## src/rtl/relu_arbiter_pkg.sv

```systemverilog
// Shared accelerator definitions: default activation width, output-stage FSM
// encoding and the lane-index width helper.
package relu_arbiter_pkg;

  localparam int DEF_WIDTH = 8;

  typedef enum logic {
    ST_EMPTY = 1'b0,
    ST_FULL  = 1'b1
  } state_t;

  // Lane index width; never collapses to zero bits.
  function automatic int lane_w(input int n);
    return (n > 1) ? $clog2(n) : 1;
  endfunction

endpackage

```

## src/rtl/relu_arbiter_relu.sv

```systemverilog
// ReLU activation: clamps a signed 2*WIDTH accumulator to zero and keeps the
// upper WIDTH bits of positive values.
module relu_arbiter_relu
  import relu_arbiter_pkg::*;
#(
  parameter int WIDTH = DEF_WIDTH
) (
  input  logic [2*WIDTH-1:0] acc,
  output logic [WIDTH-1:0]   act
);

  assign act = ($signed(acc) <= 0) ? '0 : acc[2*WIDTH-1:WIDTH];

endmodule

```

## src/rtl/relu_arbiter.sv

```systemverilog
// Round-robin arbiter over N_LANES MAC lanes feeding a single registered
// ReLU output stage with frame marking and downstream backpressure.
module relu_arbiter
  import relu_arbiter_pkg::*;
#(
  parameter int WIDTH     = DEF_WIDTH,
  parameter int N_LANES   = 4,
  parameter int FRAME_LEN = 16
) (
  input  logic                          clk,
  input  logic                          rst,
  input  logic [N_LANES-1:0]            req_valid,
  input  logic [N_LANES*2*WIDTH-1:0]    req_data,
  output logic [N_LANES-1:0]            req_ready,
  output logic                          out_valid,
  output logic [WIDTH-1:0]              out_data,
  output logic [lane_w(N_LANES)-1:0]    out_lane,
  output logic                          out_last,
  input  logic                          out_ready
);

  localparam int LW = lane_w(N_LANES);
  localparam int DW = 2 * WIDTH;

  state_t              state, state_nxt;
  logic [LW-1:0]       ptr, ptr_nxt, grant_lane, offset;
  logic [LW:0]         lane_sum;
  logic [2*N_LANES-1:0] rotated;
  logic                found, grant, drain, can_accept, last_hit;
  logic [15:0]         frame_cnt;
  logic [DW-1:0]       sel_data;
  logic [WIDTH-1:0]    act;

  // Rotate so that lane ptr sits at bit 0; the first set bit is the winner.
  assign rotated = {req_valid, req_valid} >> ptr;

  // NOTE: every always_comb output gets a default first so no path infers a latch.
  always_comb begin
    found  = 1'b0;
    offset = '0;
    for (int k = 0; k < N_LANES; k++) begin
      if (!found && rotated[k]) begin
        found  = 1'b1;
        offset = LW'(k);
      end
    end
  end

  assign lane_sum   = {1'b0, ptr} + {1'b0, offset};
  assign grant_lane = (lane_sum >= (LW+1)'(N_LANES)) ? LW'(lane_sum - (LW+1)'(N_LANES))
                                                     : LW'(lane_sum);
  assign ptr_nxt    = (grant_lane == LW'(N_LANES - 1)) ? '0 : grant_lane + 1'b1;

  assign can_accept = (state == ST_EMPTY) || out_ready;
  assign grant      = found && can_accept && !rst;
  assign drain      = (state == ST_FULL) && out_ready;
  assign req_ready  = grant ? (N_LANES'(1) << grant_lane) : '0;
  assign out_valid  = (state == ST_FULL);
  assign last_hit   = (frame_cnt == 16'(FRAME_LEN - 1));

  always_comb begin
    sel_data = '0;
    for (int k = 0; k < N_LANES; k++) begin
      if (grant_lane == LW'(k)) sel_data = req_data[k*DW +: DW];
    end
  end

  relu_arbiter_relu #(.WIDTH(WIDTH)) u_relu (
    .acc (sel_data),
    .act (act)
  );

  always_comb begin
    state_nxt = state;
    case (state)
      ST_EMPTY: if (grant)          state_nxt = ST_FULL;
      ST_FULL:  if (drain && !grant) state_nxt = ST_EMPTY;
      default:                      state_nxt = ST_EMPTY;
    endcase
  end

  // NOTE: sequential state uses non-blocking assignments so all registers
  // update from the same pre-edge values.
  always_ff @(posedge clk) begin
    if (rst) begin
      state     <= ST_EMPTY;
      ptr       <= '0;
      frame_cnt <= '0;
      out_data  <= '0;
      out_lane  <= '0;
      out_last  <= 1'b0;
    end else begin
      state <= state_nxt;
      // Output fields only move on a grant, which keeps them stable under backpressure.
      if (grant) begin
        out_data  <= act;
        out_lane  <= grant_lane;
        out_last  <= last_hit;
        frame_cnt <= last_hit ? '0 : frame_cnt + 16'd1;
        ptr       <= ptr_nxt;
      end
    end
  end

endmodule

```

## config.mk

```make
export PLATFORM = sky130hd
export DESIGN_NAME = relu_arbiter
export DESIGN_NICKNAME = d
export VERILOG_FILES = /design/src/rtl/relu_arbiter_pkg.sv /design/src/rtl/relu_arbiter_relu.sv /design/src/rtl/relu_arbiter.sv
export SDC_FILE = /design/constraint.sdc
export NUM_CORES = 1
export LEC_CHECK = 0
export CELL_PAD_IN_SITES_DETAIL_PLACEMENT = 0
export CELL_PAD_IN_SITES_GLOBAL_PLACEMENT = 1
export CORE_UTILIZATION = 27
export CTS_CLUSTER_DIAMETER = 50
export DETAILED_ROUTE_END_ITERATION = 8
export GPL_ROUTABILITY_DRIVEN = 0
export GPL_TIMING_DRIVEN = 0
export PLACE_DENSITY_LB_ADDON = 0.05
export RECOVER_POWER = 50
export SLEW_MARGIN = 10
export SYNTH_ARGS = -nofsm -noshare
export SYNTH_HDL_FRONTEND = slang
export SYNTH_HIERARCHICAL = 1
export SYNTH_SLANG_ARGS = --single-unit
```

## constraint.sdc

```tcl
create_clock -name clk -period 2.9 [get_ports clk]
set_input_delay 0.29 -clock clk [delete_from_list [all_inputs] [get_ports clk]]
set_output_delay 0.29 -clock clk [all_outputs]
set_load 0.005 [all_outputs]
```

==> results of run 1 <==
==> worst min path at each step <==
| stage | cells past startpoint | slack (ps) | end | from |
|---|---|---|---|---|
| floorplan | 1 | 350 | frame_cnt[3] | rst |
| global placement | 2 | 450 | out_data[7] | out_data[7] |
| detailed placement | 2 | 450 | out_data[0] | out_data[0] |
| CTS | 3 | 300 | out_valid | req_valid[2] |
| global route | 3 | 330 | out_valid | req_valid[2] |
| finish | 3 | 320 | out_valid | req_valid[2] |
==> layout make-up <==
class | count | area [um2]
plain buffers | 20 | 164
clock buffers | 7 | 86.3
clock inverters | 1 | 5.00
fillers | 752 | 3970
inverters | 4 | 15.0
multi-input cells | 205 | 1390
flip-flops and latches | 30 | 603
well taps | 96 | 120
repair buffers | 63 | 599
==> power groups by stage <==
| stage | clock network [mW] | registers, mW | logic [mW] |
|---|---|---|---|
| after floorplan | 0 | 0.533 | 0.682 |
| after global placement | 0 | 0.533 | 1.08 |
| after detailed placement | 0 | 0.532 | 1.07 |
| after CTS | 0.360 | 0.545 | 1.48 |
| after global routing | 0.377 | 0.553 | 1.69 |
| final | 0.349 | 0.544 | 1.50 |
==> routing by layer <==
metal  GRT usage [%]  wire (um)  part of all wire [%]  up-vias
li1                -          -                     -     1055
met1            19.6       2610                    46      910
met2            28.1       2720                    47       53
met3            4.83        337                   5.9        7
met4            4.47         55                  0.96        0
met5               0          0                     0        -
==> repair_timing <==
action / in CTS / in global routing
setup buffers: 10 / 2
hold buffers: 0 / 0
pin swaps: 11 / 11
setup endpoints to repair: 11 / 11
gates resized for setup: 55 / 16
==> state kept, by name, indices dropped and copies added, names as in the netlist <==
name	flops
out_last	1
ptr	2
frame_cnt	16
out_data	8
out_lane	2
out_valid	1
==> cells in the final DEF, fill, tap and decap left out, drive strengths merged, types with 7 or more instances in the layout <==
cell type / count
a22oi: 7
a21oi: 21
clkbuf: 18
dfxtp: 30
buf: 23
nor2: 24
nand2: 37
clkdlybuf4s50: 34
nor2b: 10
dlygate4sd3: 12
nand3: 24
o21ai: 14
xnor2: 7
==> worst min-delay path, delay by kind of cell <==
| kind | cells | cell delay (ps) |
|---|---|---|
| buf+inv | 1 | 110 |
| compound gates | 1 | 110 |
| simple gates | 1 | 60 |
==> reports/qor.yml, run 1 <==
skew_ps: 4.12
path_class: "register to output port"
setup_violations: 0
fin_crit_sh_pct: 99.4
avgSynthCellArea_um2: 7.51
die_area_um2: 7660
final_antenna_net_count: 0
startpoint_type: "register"
max_freq_mhz: 347
powerDensity_nw_per_um2: 804
dp_hpwl_um: 4100
final.setup.worst_slack_ps: 17.3
placed_area_um2: 2610
routed_via_density: 4.75
path_depth: 11
ir_drop_uv: 362
grt_start_max_net_pins: 11
grt_overflow: 0
pwr-share-seq_pct: 22.7
rows: 30
die_w_um: 87.5
crit_arrival_ps: 2590
clkTransAtPathRegs_ps: 60
num_antenna_cells: 0
p_sw_uw: 898
final_util_pct: 42.9
p_leak_nw: 1.15
pin_count: 87
core_area_um2: 6940
drc: 0
worst_hold_path_type: "primary input to register"
die_h_um: 87.5
final-hold-violation-count: 0
via_count: 2025
syn-num-nets: 340
rr_worst_depth: 18
clkPwrFrac_pct: 14.6
finalNonFillerCells: 426
cts_buffers: 5
startpoint: "ptr[0]"
root_buffer: "clkbuf_8"
cp_slowest_cell: "or4_4"
dp_cells: 410
syn_inst: 263
whs_ps: 317
cts_tree: "yes"
crit_fanout: 8
max_stage_delay_ps: 540
track_usage_pct: 16.3
first_pass_iters: 4
crit_path_frequent_cell: "ha_4"
dp_slack_ps: -866
maxCapViolCount: 0
p_int_mw: 1.50
rrSetupSlack_ps: 60
portBuffers: 51
ys_warn_count: 6
grt_pass1_wl_um: 9640
reg2reg_from: "ptr[0]"
fin_nets: 406
cp-end-kind: "output port"
antenna_found_initial: 0
fin_area_um2: 2980
setup_tns_ps: 0
cts-htree-levels: 2
crit_family: "simple AND/OR/NAND/NOR gates"
netlist_area_um2: 1970
routed_wl_um: 5720
insertion_delay_ps: 280
cp-endpoint: "req_ready[1]"
initial_utilization_pct: 28.4
drtIter0Drc: 41
drive_gt1_share_pct: 23.3
period_needed_ps: 2880
cts_buffer_depth: 2
rsz0062_at_grt: "yes"
crit_required_ps: 2610
cp_num_buf_inv: 4
syn_to_final_growth_pct: 50.8
wl_per_cell_um: 13.4
total_power_mw: 2.40
p_comb_share_pct: 62.7
max_slew_margin_pct: 65.0
status: "finished clean"
drv_slew: 0
switching_share_pct: 37.5
worst_pin_slew_ps: 525
numClockSinks: 30
r2r-end: "out_data[2]"
crit_path_cell_trace: "buf_8, or4_4, nand3_4, ha_4, xnor2_4, xnor2_2, buf_4, ha_4, clkbuf_8, and2_1, clkdlybuf4s15_1"
grt_pass1_vias: 2102
(Power assumes the default switching activity.)
==> run 2, diff against run 1 <==
--- a/config.mk
+++ b/config.mk
@@ -14,7 +14,7 @@
 export GPL_TIMING_DRIVEN = 0
 export PLACE_DENSITY_LB_ADDON = 0.05
 export RECOVER_POWER = 50
-export SLEW_MARGIN = 10
+export SLEW_MARGIN = 15
 export SYNTH_ARGS = -nofsm -noshare
 export SYNTH_HDL_FRONTEND = slang
 export SYNTH_HIERARCHICAL = 1
==> results of run 2 <==
Final layout, timing and power as in run 1 (identical DEF).
==> run 3, diff against run 2 <==
--- a/config.mk
+++ b/config.mk
@@ -7,7 +7,8 @@
 export LEC_CHECK = 0
 export CELL_PAD_IN_SITES_DETAIL_PLACEMENT = 0
 export CELL_PAD_IN_SITES_GLOBAL_PLACEMENT = 1
-export CORE_UTILIZATION = 27
+export CORE_MARGIN = 3
+export CORE_UTILIZATION = 32
 export CTS_CLUSTER_DIAMETER = 50
 export DETAILED_ROUTE_END_ITERATION = 8
 export GPL_ROUTABILITY_DRIVEN = 0
==> constraint.sdc (replaced) <==
create_clock -name clk -period 3.7 [get_ports clk]
set_input_delay 0.37 -clock clk [delete_from_list [all_inputs] [get_ports clk]]
set_output_delay 0.37 -clock clk [all_outputs]
set_load 0.005 [all_outputs]
==> run 3 against run 2 <==
Global-route usage fell by 1.1 points. Setup slack better by 210 ps. Wire length is 3.8% lower. Via count fell by 2.2%. Die area shrank 6.7%. Count of clock-buffer cells in the layout up 1. Critical path type unchanged. Critical endpoint unchanged.
==> reports/qor.yml, run 3 (synthesis results as in run 1) <==
final_cell_mix: "37 x clkdlybuf4s50_1, 36 x nand2_1, 30 x dfxtp_1"
drc: 0
top_register: "frame_cnt"
antenna_found_initial: 0
cts_tree: "yes"
largest_reg_flops: 16
path_class: "register to output port"
skew_ps: 7.65
pin_count: 87
period_needed_ps: 3470
grt_start_max_net_pins: 11
crit_path_cell_trace: "clkbuf_4, or4_1, nand3_1, ha_1, xnor2_2, buf_4, xnor2_2, ha_1, clkbuf_4, and2_1, clkdlybuf4s50_1"
num_antenna_cells: 0
track_usage_pct: 15.2
drtIter0Drc: 94
holdCritStartpoint: "req_valid[2]"
routed_via_density: 5.04
status: "finished clean"
powerDensity_nw_per_um2: 582
cts-htree-levels: 2
via_count: 1980
p_leak_nw: 1.06
total_power_mw: 1.56
fin_nets: 397
max_slew_margin_pct: 47.6
setup_tns_ps: 0
crit_required_ps: 3330
rsz0062_at_grt: "no"
drv_slew: 0
grt_pass1_wl_um: 8910
reg_top3: "frame_cnt x16, out_data x8"
insertion_delay_ps: 280
maxCapViolCount: 0
die_h_um: 84.6
fillers: 592
numClockSinks: 30
clkTransAtPathRegs_ps: 70
rows: 27
startpoint_type: "register"
worst_hold_path_type: "primary input to register"
cp-end-kind: "output port"
root_buffer: "clkbuf_8"
drive_gt1_share_pct: 11.2
ir_drop_uv: 236
dp_hpwl_um: 4120
cts_buffers: 5
die_area_um2: 7150
final_util_pct: 46.7
routed_wl_um: 5510
crit_arrival_ps: 3100
cp_num_buf_inv: 4
wl_per_cell_um: 14.0
crit_fanout: 10
die_w_um: 84.6
final_antenna_net_count: 0
cp_slowest_cell: "or4_1"
grt_overflow: 0
cts_buffer_depth: 2
setup_violations: 0
crit_family: "buffers and inverters"
final-hold-violation-count: 0
core_area_um2: 5740
regArea_um2: 601
final_common_cell: "clkdlybuf4s50_1"
first_pass_iters: 4
initial_utilization_pct: 34.4
fin_crit_sh_pct: 93.8
syn_to_final_growth_pct: 35.7
multi_input_area_um2: 1210
startpoint: "ptr[0]"
max_stage_delay_ps: 520
grt_pass1_vias: 1876
portBuffers: 51
max_freq_mhz: 288
reg2reg_from: "ptr[0]"
worst_pin_slew_ps: 779
==> run 3: worst paths after layout <==
path	to	slack, ps	cells after the start
setup reg to reg	out_data[5]	400	16
hold reg to reg	out_lane[0]	450	2
hold / removal	out_valid	400	3
setup / recovery	req_ready[1]	230	11
==> run 3: where the power goes <==
| group | leakage (nW) | internal (mW) | total (mW) | switching (mW) |
|---|---|---|---|---|
| clock network | 0.0575 | 0.188 | 0.313 | 0.125 |
| registers | 0.244 | 0.381 | 0.423 | 0.0421 |
| logic | 0.759 | 0.411 | 0.823 | 0.412 |
==> run 3: timing repair <==
action | 4_1_cts | 5_1_grt
setup buffers | 0 | 2
pin swaps | 0 | 2
resized for setup | 5 | 11
endpoints found under the hold margin | 0 | 0
hold buffers | 0 | 0
endpoints found under the setup margin | 3 | 10
==> run 3: area by class of cell <==
type | instances | area share, %
plain buffers | 21 | 4.72
clock buffers | 8 | 4.11
inverters | 4 | 0.560
multi-input cells | 205 | 45.3
flip-flops and latches | 30 | 22.4
well taps | 72 | 3.36
repair buffers | 53 | 19.6
==> run 3: layer usage <==
layer / part of all wire [%] / GRT usage, % / routed length [um] / vias to the layer above
met5: 0 / 0 / 0 / -
met4: 0.89 / 4.17 / 49 / 0
met3: 4.9 / 3.83 / 271 / 8
met2: 44 / 22.6 / 2440 / 41
met1: 50 / 21.6 / 2740 / 893
li1: - / - / - / 1038
==> run 3: through the flow <==
stage | area, um2 | std cells | hold slack, ps | setup WS, ps
after detailed placement | 2570 | 386 | 445 | -261
after CTS | 2700 | 394 | 394 | 8.32
after global routing | 2680 | 393 | 425 | 12.1
after floorplan | 1970 | 263 | 435 | 766
after global placement | 2570 | 386 | 444 | -297
final | 2680 | 393 | 397 | 228
==> run 3: worst min-delay path: stages <==
cell and delay [ps]:
buf_6 110, nor4_1 60, a21oi_1 110
